**src/rtl/safe_sync_pkg.sv**
```systemverilog
// Shared types for the dual-lockstep entry initiator.
//   sync_init_e     : initiator FSM states
//   DEFAULT_TIMEOUT : default wait-state cycle budget
package safe_sync_pkg;

  typedef enum logic [2:0] {
    IDLE,
    REQ_HALT,
    WAIT_ACK,
    SYNC2,
    WAIT_SYNC_IRQ,
    DUAL,
    ERROR
  } sync_init_e;

  localparam int DEFAULT_TIMEOUT = 1000;

endpackage

```
**src/rtl/safe_sync_initiator_if.sv**
```systemverilog
// Handshake bundle between the CSR/interrupt side, the cores, the safety FSM
// and the initiator.
//   master : drives requests, acks and interrupts; observes sync outputs
//   slave  : the initiator itself
interface safe_sync_initiator_if;
  logic       start_i;
  logic       exit_i;
  logic [1:0] core_ack_i;
  logic       Interrupt_Halt;
  logic       Interrupt_Sync;
  logic       Sync1;
  logic       Sync2;
  logic       Dual_Sync;
  logic       busy_o;
  logic       timeout_o;

  modport master (
    output start_i, exit_i, core_ack_i, Interrupt_Halt, Interrupt_Sync,
    input  Sync1, Sync2, Dual_Sync, busy_o, timeout_o
  );

  modport slave (
    input  start_i, exit_i, core_ack_i, Interrupt_Halt, Interrupt_Sync,
    output Sync1, Sync2, Dual_Sync, busy_o, timeout_o
  );
endinterface

```
**src/rtl/safe_sync_timer.sv**
```systemverilog
// Saturating wait-state timer.
//   clk_i, rst_ni : clock, async active-low reset
//   clear         : load 0 (wins over enable)
//   enable        : count one cycle
//   expired       : count has reached TIMEOUT; tied low when TIMEOUT == 0
module safe_sync_timer #(
  parameter int TIMEOUT   = 1000,
  parameter int TIMEOUT_W = 16
) (
  input  logic clk_i,
  input  logic rst_ni,
  input  logic clear,
  input  logic enable,
  output logic expired
);

  localparam logic [TIMEOUT_W-1:0] LIMIT = TIMEOUT_W'(TIMEOUT);

  logic [TIMEOUT_W-1:0] cnt_q;

  // Stops at LIMIT so the count never wraps back under the threshold.
  always_ff @(posedge clk_i or negedge rst_ni) begin
    if (!rst_ni)                       cnt_q <= '0;
    else if (clear)                    cnt_q <= '0;
    else if (enable && cnt_q != LIMIT) cnt_q <= cnt_q + TIMEOUT_W'(1);
  end

  assign expired = (TIMEOUT != 0) && (cnt_q == LIMIT);

endmodule

```
**src/rtl/safe_sync_initiator.sv**
```systemverilog
// Core-side initiator of the dual-lockstep entry handshake.
//   clk_i, rst_ni : clock, async active-low reset
//   bus (slave)   : start_i/exit_i requests, core_ack_i, Interrupt_Halt,
//                   Interrupt_Sync in; Sync1, Sync2, Dual_Sync, busy_o,
//                   timeout_o out (all registered)
module safe_sync_initiator
  import safe_sync_pkg::*;
#(
  parameter int TIMEOUT   = DEFAULT_TIMEOUT,
  parameter int TIMEOUT_W = 16
) (
  input  logic                 clk_i,
  input  logic                 rst_ni,
  safe_sync_initiator_if.slave bus
);

  sync_init_e state_q, state_d;
  logic [1:0] ack_q;
  logic       ack_all;
  logic       expired;
  logic       tmr_clear;
  logic       tmr_en;

  // Counts acks already held plus any arriving this cycle.
  assign ack_all = &(ack_q | bus.core_ack_i);

  always_comb begin
    state_d = state_q;
    case (state_q)
      IDLE:          if (bus.start_i) state_d = REQ_HALT;
      REQ_HALT: begin
        if (bus.exit_i)              state_d = IDLE;
        else if (bus.Interrupt_Halt) state_d = WAIT_ACK;
        else if (expired)            state_d = ERROR;
      end
      WAIT_ACK: begin
        if (bus.exit_i)   state_d = IDLE;
        else if (ack_all) state_d = SYNC2;
        else if (expired) state_d = ERROR;
      end
      SYNC2:         state_d = WAIT_SYNC_IRQ;
      // Committed from here on: exit_i is not looked at.
      WAIT_SYNC_IRQ: begin
        if (bus.Interrupt_Sync) state_d = DUAL;
        else if (expired)       state_d = ERROR;
      end
      DUAL:          if (bus.exit_i) state_d = IDLE;
      ERROR: begin
        if (bus.start_i)     state_d = REQ_HALT;
        else if (bus.exit_i) state_d = IDLE;
      end
      default:       state_d = IDLE;
    endcase
  end

  always_ff @(posedge clk_i or negedge rst_ni) begin
    if (!rst_ni) state_q <= IDLE;
    else         state_q <= state_d;
  end

  // Every state change reloads the timer, so each wait gets a fresh budget.
  assign tmr_clear = (state_d != state_q) || (state_q == IDLE);
  assign tmr_en    = (state_q == REQ_HALT) || (state_q == WAIT_ACK) ||
                     (state_q == WAIT_SYNC_IRQ);

  safe_sync_timer #(
    .TIMEOUT   (TIMEOUT),
    .TIMEOUT_W (TIMEOUT_W)
  ) u_timer (
    .clk_i   (clk_i),
    .rst_ni  (rst_ni),
    .clear   (tmr_clear),
    .enable  (tmr_en),
    .expired (expired)
  );

  // Acks only accumulate in WAIT_ACK; early acks are deliberately lost.
  always_ff @(posedge clk_i or negedge rst_ni) begin
    if (!rst_ni)
      ack_q <= '0;
    else if ((state_d == IDLE) || (state_d == REQ_HALT && state_q != REQ_HALT))
      ack_q <= '0;
    else if (state_q == WAIT_ACK)
      ack_q <= ack_q | bus.core_ack_i;
  end

  // Outputs are flops of the next-state decode: they track the state register
  // exactly and carry no combinational path from any input.
  logic sync1_q, sync2_q, dual_q, busy_q, tmo_q;

  always_ff @(posedge clk_i or negedge rst_ni) begin
    if (!rst_ni) begin
      sync1_q <= 1'b0;
      sync2_q <= 1'b0;
      dual_q  <= 1'b0;
      busy_q  <= 1'b0;
      tmo_q   <= 1'b0;
    end else begin
      sync1_q <= (state_d == REQ_HALT);
      sync2_q <= (state_d == SYNC2);
      dual_q  <= (state_d == DUAL);
      busy_q  <= (state_d == REQ_HALT) || (state_d == WAIT_ACK) ||
                 (state_d == SYNC2)    || (state_d == WAIT_SYNC_IRQ);
      tmo_q   <= (state_d == ERROR);
    end
  end

  assign bus.Sync1     = sync1_q;
  assign bus.Sync2     = sync2_q;
  assign bus.Dual_Sync = dual_q;
  assign bus.busy_o    = busy_q;
  assign bus.timeout_o = tmo_q;

endmodule

```
**src/flat_wrapper.sv**
```systemverilog
// flat-port wrapper written by rule: the top's interface ports become plain ports
module safe_sync_initiator_flat import safe_sync_pkg::*;
#(
  parameter int TIMEOUT   = DEFAULT_TIMEOUT,
  parameter int TIMEOUT_W = 16
)
  (clk_i, rst_ni, bus_start_i, bus_exit_i, bus_core_ack_i, bus_Interrupt_Halt, bus_Interrupt_Sync, bus_Sync1, bus_Sync2, bus_Dual_Sync, bus_busy_o, bus_timeout_o);
  safe_sync_initiator_if bus_i ();
  input  logic clk_i;
  input  logic rst_ni;
  input wire logic [$bits(bus_i.start_i)-1:0] bus_start_i;
  input wire logic [$bits(bus_i.exit_i)-1:0] bus_exit_i;
  input wire logic [$bits(bus_i.core_ack_i)-1:0] bus_core_ack_i;
  input wire logic [$bits(bus_i.Interrupt_Halt)-1:0] bus_Interrupt_Halt;
  input wire logic [$bits(bus_i.Interrupt_Sync)-1:0] bus_Interrupt_Sync;
  output wire logic [$bits(bus_i.Sync1)-1:0] bus_Sync1;
  output wire logic [$bits(bus_i.Sync2)-1:0] bus_Sync2;
  output wire logic [$bits(bus_i.Dual_Sync)-1:0] bus_Dual_Sync;
  output wire logic [$bits(bus_i.busy_o)-1:0] bus_busy_o;
  output wire logic [$bits(bus_i.timeout_o)-1:0] bus_timeout_o;
  assign bus_i.start_i = bus_start_i;
  assign bus_i.exit_i = bus_exit_i;
  assign bus_i.core_ack_i = bus_core_ack_i;
  assign bus_i.Interrupt_Halt = bus_Interrupt_Halt;
  assign bus_i.Interrupt_Sync = bus_Interrupt_Sync;
  assign bus_Sync1 = bus_i.Sync1;
  assign bus_Sync2 = bus_i.Sync2;
  assign bus_Dual_Sync = bus_i.Dual_Sync;
  assign bus_busy_o = bus_i.busy_o;
  assign bus_timeout_o = bus_i.timeout_o;
  safe_sync_initiator #(.TIMEOUT(TIMEOUT), .TIMEOUT_W(TIMEOUT_W)) u_core (.clk_i(clk_i), .rst_ni(rst_ni), .bus(bus_i));
endmodule
```
**config.mk**
```make
export PLATFORM = sky130hd
export DESIGN_NAME = safe_sync_initiator_flat
export DESIGN_NICKNAME = d
export VERILOG_FILES = /design/src/rtl/safe_sync_pkg.sv /design/src/rtl/safe_sync_initiator_if.sv /design/src/rtl/safe_sync_timer.sv /design/src/rtl/safe_sync_initiator.sv /design/src/flat_wrapper.sv
export SDC_FILE = /design/constraint.sdc
export NUM_CORES = 1
export LEC_CHECK = 0
export ABC_AREA = 1
export CORE_MARGIN = 1
export CORE_UTILIZATION = 56
export DETAILED_ROUTE_END_ITERATION = 8
export GPL_TIMING_DRIVEN = 0
export PLACE_DENSITY_LB_ADDON = 0.3
export RECOVER_POWER = 100
export SLEW_MARGIN = 40
export SYNTH_ARGS = -nofsm -noshare
export SYNTH_HDL_FRONTEND = slang
export SYNTH_SLANG_ARGS = --single-unit
```
**constraint.sdc**
```tcl
create_clock -name clk_i -period 2.2 [get_ports clk_i]
set_clock_uncertainty 0.1 [all_clocks]
set_input_delay 0.44 -clock clk_i [delete_from_list [all_inputs] [get_ports clk_i]]
set_output_delay 0.44 -clock clk_i [all_outputs]
set_load 0.02 [all_outputs]
```
Yosys cells after proc, flatten, opt, wreduce, memory -nomap -nowiden --
Cells that the tools add are included.
Storage, ports and cells: logic and storage cells 54, input port bits 8, output and inout port bits 5, register bits after elaboration 26
Cells by class: bitwise logic cells 1, multiplexer cells 14, reduce and logical (&&, ||, !) cells 14, equal/unequal tests 16, add/sub/neg operators 1
Operators by type and width (count):
- $mux W16 | 2
- $mux W3 | 9
- $pmux W3 S7 | 1
- $eq A3 B3 Y1 const B | 6
- $add A16 B1 Y16 const B | 1
- $eq A16 B10 Y1 const B | 1
- $ne A16 B10 Y1 const B | 1
- $eq A3 B2 Y1 const B | 4
- $logic_or A1 B1 Y1 | 7
- $eq A3 B1 Y1 const B | 2
- $logic_not A3 Y1 | 2
- $mux W2 | 2
- $reduce_bool A2 Y1 | 2
- $ne A3 B1 Y1 const B | 1
- $ne A3 B3 Y1 | 1
- $logic_and A1 B1 Y1 | 2
- $or A2 B2 Y2 | 1
- $reduce_and A2 Y1 | 1

Longest topological paths before layout --
depth after elaboration 9, depth in mapped cells 16, gate-level depth less buffers 15

Hierarchy --
A second synthesis with hierarchy kept.
Second synthesis, totals: cell total of the unflattened synthesis 271, area, all modules 1760.4 µm²
By module, submodules not included:
- safe_sync_timer | area an instance 1076.0 µm², instances 1, cells an instance 162
- safe_sync_initiator | area an instance 684.4 µm², instances 1, cells an instance 109

Worst setup path after synthesis --
OpenSTA, ideal clock, no wires.
path type reg2reg, start point register u_core.u_timer.cnt_q[0], end point register u_core.u_timer.cnt_q[3], setup time 0.124 ns, data required time 1.976 ns, cell stages (with the launch flop) 17, slack 0.347 ns, path buffers 1, period minus slack after synthesis 1.853 ns, arrival 1.628 ns, cell sequence dfrtp_1 inv_1 ha_1 nand3_1 nor2_2 nand2_2 nand2_1 nand2_1 nand2_1 nand2_2 nand2_1 nand2_1 nand2_1 nor2_4 nand2_4 buf_12 nor2_4
Between the ends: word-level cells in the longest chain between the ends 8
RTL lines:
- start: declaration | line safe_sync_timer.sv:19 | logic [TIMEOUT_W-1:0] cnt_q;
- start signal: assignment | line safe_sync_timer.sv:25 | else if (enable && cnt_q != LIMIT) cnt_q <= cnt_q + TIMEOUT_W'(1);
- $eq A16 B10 Y1 | line safe_sync_timer.sv:28 | assign expired = (TIMEOUT != 0) && (cnt_q == LIMIT);
- $mux W3 | line safe_sync_initiator.sv:34, safe_sync_initiator.sv:39, safe_sync_initiator.sv:45
- $mux W3 (on tied branches) | line safe_sync_initiator.sv:38, safe_sync_initiator.sv:33
- $mux W3 (on tied branches) | line safe_sync_initiator.sv:37, safe_sync_initiator.sv:32
- $pmux W3 S7 | line safe_sync_initiator.sv:29 | case (state_q)
- $ne A3 B3 Y1 | line safe_sync_initiator.sv:62 | assign tmr_clear = (state_d != state_q) || (state_q == IDLE);
- $logic_or A1 B1 Y1 | line safe_sync_initiator.sv:62
- $mux W16 or $reduce_bool A2 Y1 (tied branches)
Several ways; a longest one is shown, not always the timed one. The select of a mux whose other input is x is not followed. A chain may end at the register's enable or synchronous reset.

Worst setup path after layout --
start point register u_core.u_timer.cnt_q[0], end point register u_core.u_timer.cnt_q[5]
Between the ends: word-level cells in the longest chain between the ends 8
RTL lines:
- $eq A16 B10 Y1 * | line safe_sync_timer.sv:28
- $mux W3 * | line safe_sync_initiator.sv:34, safe_sync_initiator.sv:39, safe_sync_initiator.sv:45
- $mux W3 (on tied branches) | line safe_sync_initiator.sv:38, safe_sync_initiator.sv:33
- $mux W3 (on tied branches) | line safe_sync_initiator.sv:37, safe_sync_initiator.sv:32
- $pmux W3 S7 * | line safe_sync_initiator.sv:29
- via u_core.state_d[2] | line safe_sync_initiator.sv:17 | sync_init_e state_q, state_d;
- $ne A3 B3 Y1 * | line safe_sync_initiator.sv:62
- $logic_or A1 B1 Y1 * | line safe_sync_initiator.sv:62
- $mux W16 or $reduce_bool A2 Y1 (tied branches)
The timed path passes the listed nets; every way through them passes the cells marked *. The select of a mux whose other input is x is not followed.

==> flow_summary.yaml <==
outcome:
  outcome: "completed"
finish:
  final_common_cell: "nand2_1"
  layout_common_cells: "nand2_1, nor2_1, dfrtp_1"
  drive_gt1_share_pct: 24.2
  antenna_cells: 0
  area_growth_pct: 17.0
  postLayoutCellArea_um2: 1970
  nets: 238
  fin_cells: 258
clock_network:
  cts_sinks: 26
  cts_buffers: 3
  clockRootBuffer: "clkbuf_4"
  htree_levels: 1
  clk_pin_slew_ps: 150
  clockBufferDepth: 2
  cts_hold_buf: 0
  clkLatencyLatePin_ps: 320
  tritoncts: "built"
sta:
  hold_viol: 0
  slew_headroom_pct: 6.05
  period_share_pct: 94.0
  fmax_mhz: 483
  slew_violations: 0
  period_minus_slack_ps: 2070
  fin_ws_ps: 131
  setup_violations: 0
  worst_slew_pin_slew_ps: 1410
die:
  top_level_ports: 13
  core_area_um2: 2810
  rows: 19
  die_h_um: 56.8
  dieWidth_um: 56.8
  die_area_um2: 3230
  start_util_pct: 59.9
pwr:
  powerDensity_nw_per_um2: 1080
  max-vdd-ir-drop_mv: 0.896
  p_leak_uw: 0.000904
detailed_routing:
  wl_um: 3480
  ant_nets: 0
  drt_iter0_drc: 87
  vias: 1389
  drt_pass1_iterations: 4
  drc: 0
  viasPerCell: 5.38
  post_drt_wl_per_cell_um: 13.5
setup_path:
  required_ps: 2360
  crit_buf_inv: 2
  worstPathMaxFanout: 6
  critical-path-slowest-cell: "dfrtp_1"
  path_depth: 13
  critPathTopFamily: "simple AND/OR/NAND/NOR gates"
  start_kind: "register"
  end_kind: "register"
  crit_arrival_ps: 2230
  critical_path_class: "reg2reg"
  critical-path-max-stage-delay_ps: 420
  crit_path_cell_trace: "inv_1 > ha_1 > nand3_1 > nor2_2 > nand2_4 > nand2_2 > nand4_1 > nand3_1 > nor2_1 > nor2_2 > nand2_4 > clkbuf_16 > nor2_4"
  worstRegToRegCells: 13
global_routing:
  first_global_vias: 1379
  antenna_found_initial: 0
  grt_overflow: 0
  grt_max_degree: 27
  grt_pass1_wl_um: 5780
  grt_usage_pct: 22.8
synthesis:
  synth.distinct_cells: 32
  yosysWarnings: 0
  ys_seq_area_share_pct: 38.7
  synth.cell_area_um2: 1680
  syn-num-nets: 216
  synthesis.instances: 206
  avgSynthCellArea_um2: 8.16
  ys_ff_latch: 26
placement:
  dp_cells: 249
  place.gp.congestion: 0.831
  dpl-instance-area_um2: 1840
  dp_slack_ps: -218
  dpl.hpwl_um: 2440
  portBuffers: 12
job:
  maxCapViolations: 0
hold_path:
  min_path_type: "in2async"
==> final timing paths <==
| kind | startpoint | end | slack [ps] |
|---|---|---|---|
| worst max register to register | u_core.u_timer.cnt_q[0] | u_core.u_timer.cnt_q[5] | 130 |
| worst min register to register | u_core.ack_q[1] | u_core.ack_q[1] | 430 |
| worst max-delay path | u_core.u_timer.cnt_q[0] | u_core.u_timer.cnt_q[5] | 130 |
| min in group clk_i | u_core.ack_q[1] | u_core.ack_q[1] | 430 |
| worst min-delay path | rst_ni | u_core.u_timer.cnt_q[0] | 320 |
| max in group asynchronous | rst_ni | u_core.state_q[1] | 760 |
==> cell usage after synthesis (all sizes together) <==
| master | number | area share, % |
|---|---|---|
| nor2 | 44 | 15 |
| buf | 1 | 1.2 |
| o21bai | 1 | 0.45 |
| mux2 | 1 | 0.67 |
| nor3b | 1 | 0.74 |
| nor4 | 1 | 0.37 |
| nor3 | 4 | 1.2 |
| a211oi | 1 | 0.45 |
| nand3 | 19 | 7.3 |
| a21boi | 1 | 0.67 |
| a21oi | 5 | 1.5 |
| dfrtp | 26 | 39 |
| inv | 27 | 6.3 |
| xor2 | 8 | 4.2 |
| nand2 | 44 | 12 |
| xnor2 | 3 | 1.6 |
| a31oi | 1 | 0.37 |
| nand4 | 7 | 2.6 |
| o21ai | 7 | 2.5 |
| clkinv | 1 | 0.22 |
| o21a | 1 | 0.45 |
| ha | 2 | 1.5 |
==> metrics by stage <==
step           util [%]  hold slack, ps  total power (µW)  TNS, ps
2_1_floorplan         -            44.4              1410        0
3_3_place_gp       65.6             395              1600    -1430
3_5_place_dp       65.4             368              1630    -2440
4_1_cts            67.3            6.36              1960        0
5_1_grt            70.1             431              2240    -5.35
6_report           70.1             316              2130        0
==> layer usage <==
| layer | GRT usage [%] | vias to the layer above | share of wire, % |
|---|---|---|---|
| met2 | 44.2 | 19 | 56 |
| li1 | - | 702 | - |
| met3 | 2.30 | 4 | 1.8 |
| met4 | 7.32 | 0 | 1.0 |
| met1 | 25.7 | 664 | 41 |
| met5 | 0 | - | 0 |
==> state kept, by name (all words and copies together) (netlist names) <==
signal,count
u_core.bus.timeout_o,1
u_core.bus.Dual_Sync,1
u_core.u_timer.cnt_q,16
u_core.bus.Sync1,1
u_core.ack_q,2
u_core.bus.busy_o,1
u_core.bus.Sync2,1
u_core.state_q,3
==> logic make-up (layout without fill, tap and decap cells) <==
kind of cell | after synthesis | after routing | share of synthesized area (%)
AOI/OAI and AO/OA | 17 | 17 | 6.40
xor gates and xnor gates | 11 | 11 | 5.73
adders and majority gates | 2 | 2 | 1.49
buffers and inverters | 29 | 50 | 7.74
DFF | 26 | 26 | 38.7
muxes | 1 | 1 | 0.670
and+or+nand+nor | 120 | 120 | 39.3
==> timing repair <==
| action | 4_1_cts | 5_1_grt |
|---|---|---|
| setup endpoints to repair | 0 | 12 |
| setup buffers | 0 | 4 |
| resized for setup | 0 | 13 |
==> where the power goes <==
part	switching [µW]	internal [µW]
clock network	144	184
logic	714	477
registers	65.6	541
==> area by class of cell <==
cell class	count	area, µm²
tap	31	38.8
multi-input combinational	151	916
sequential	26	654
buffer	1	11.3
clock inverter	1	30.0
fill	231	838
inverter	28	113
timing repair buffer	17	181
clock buffer	3	22.5
Power figures use the tool's default switching activity.
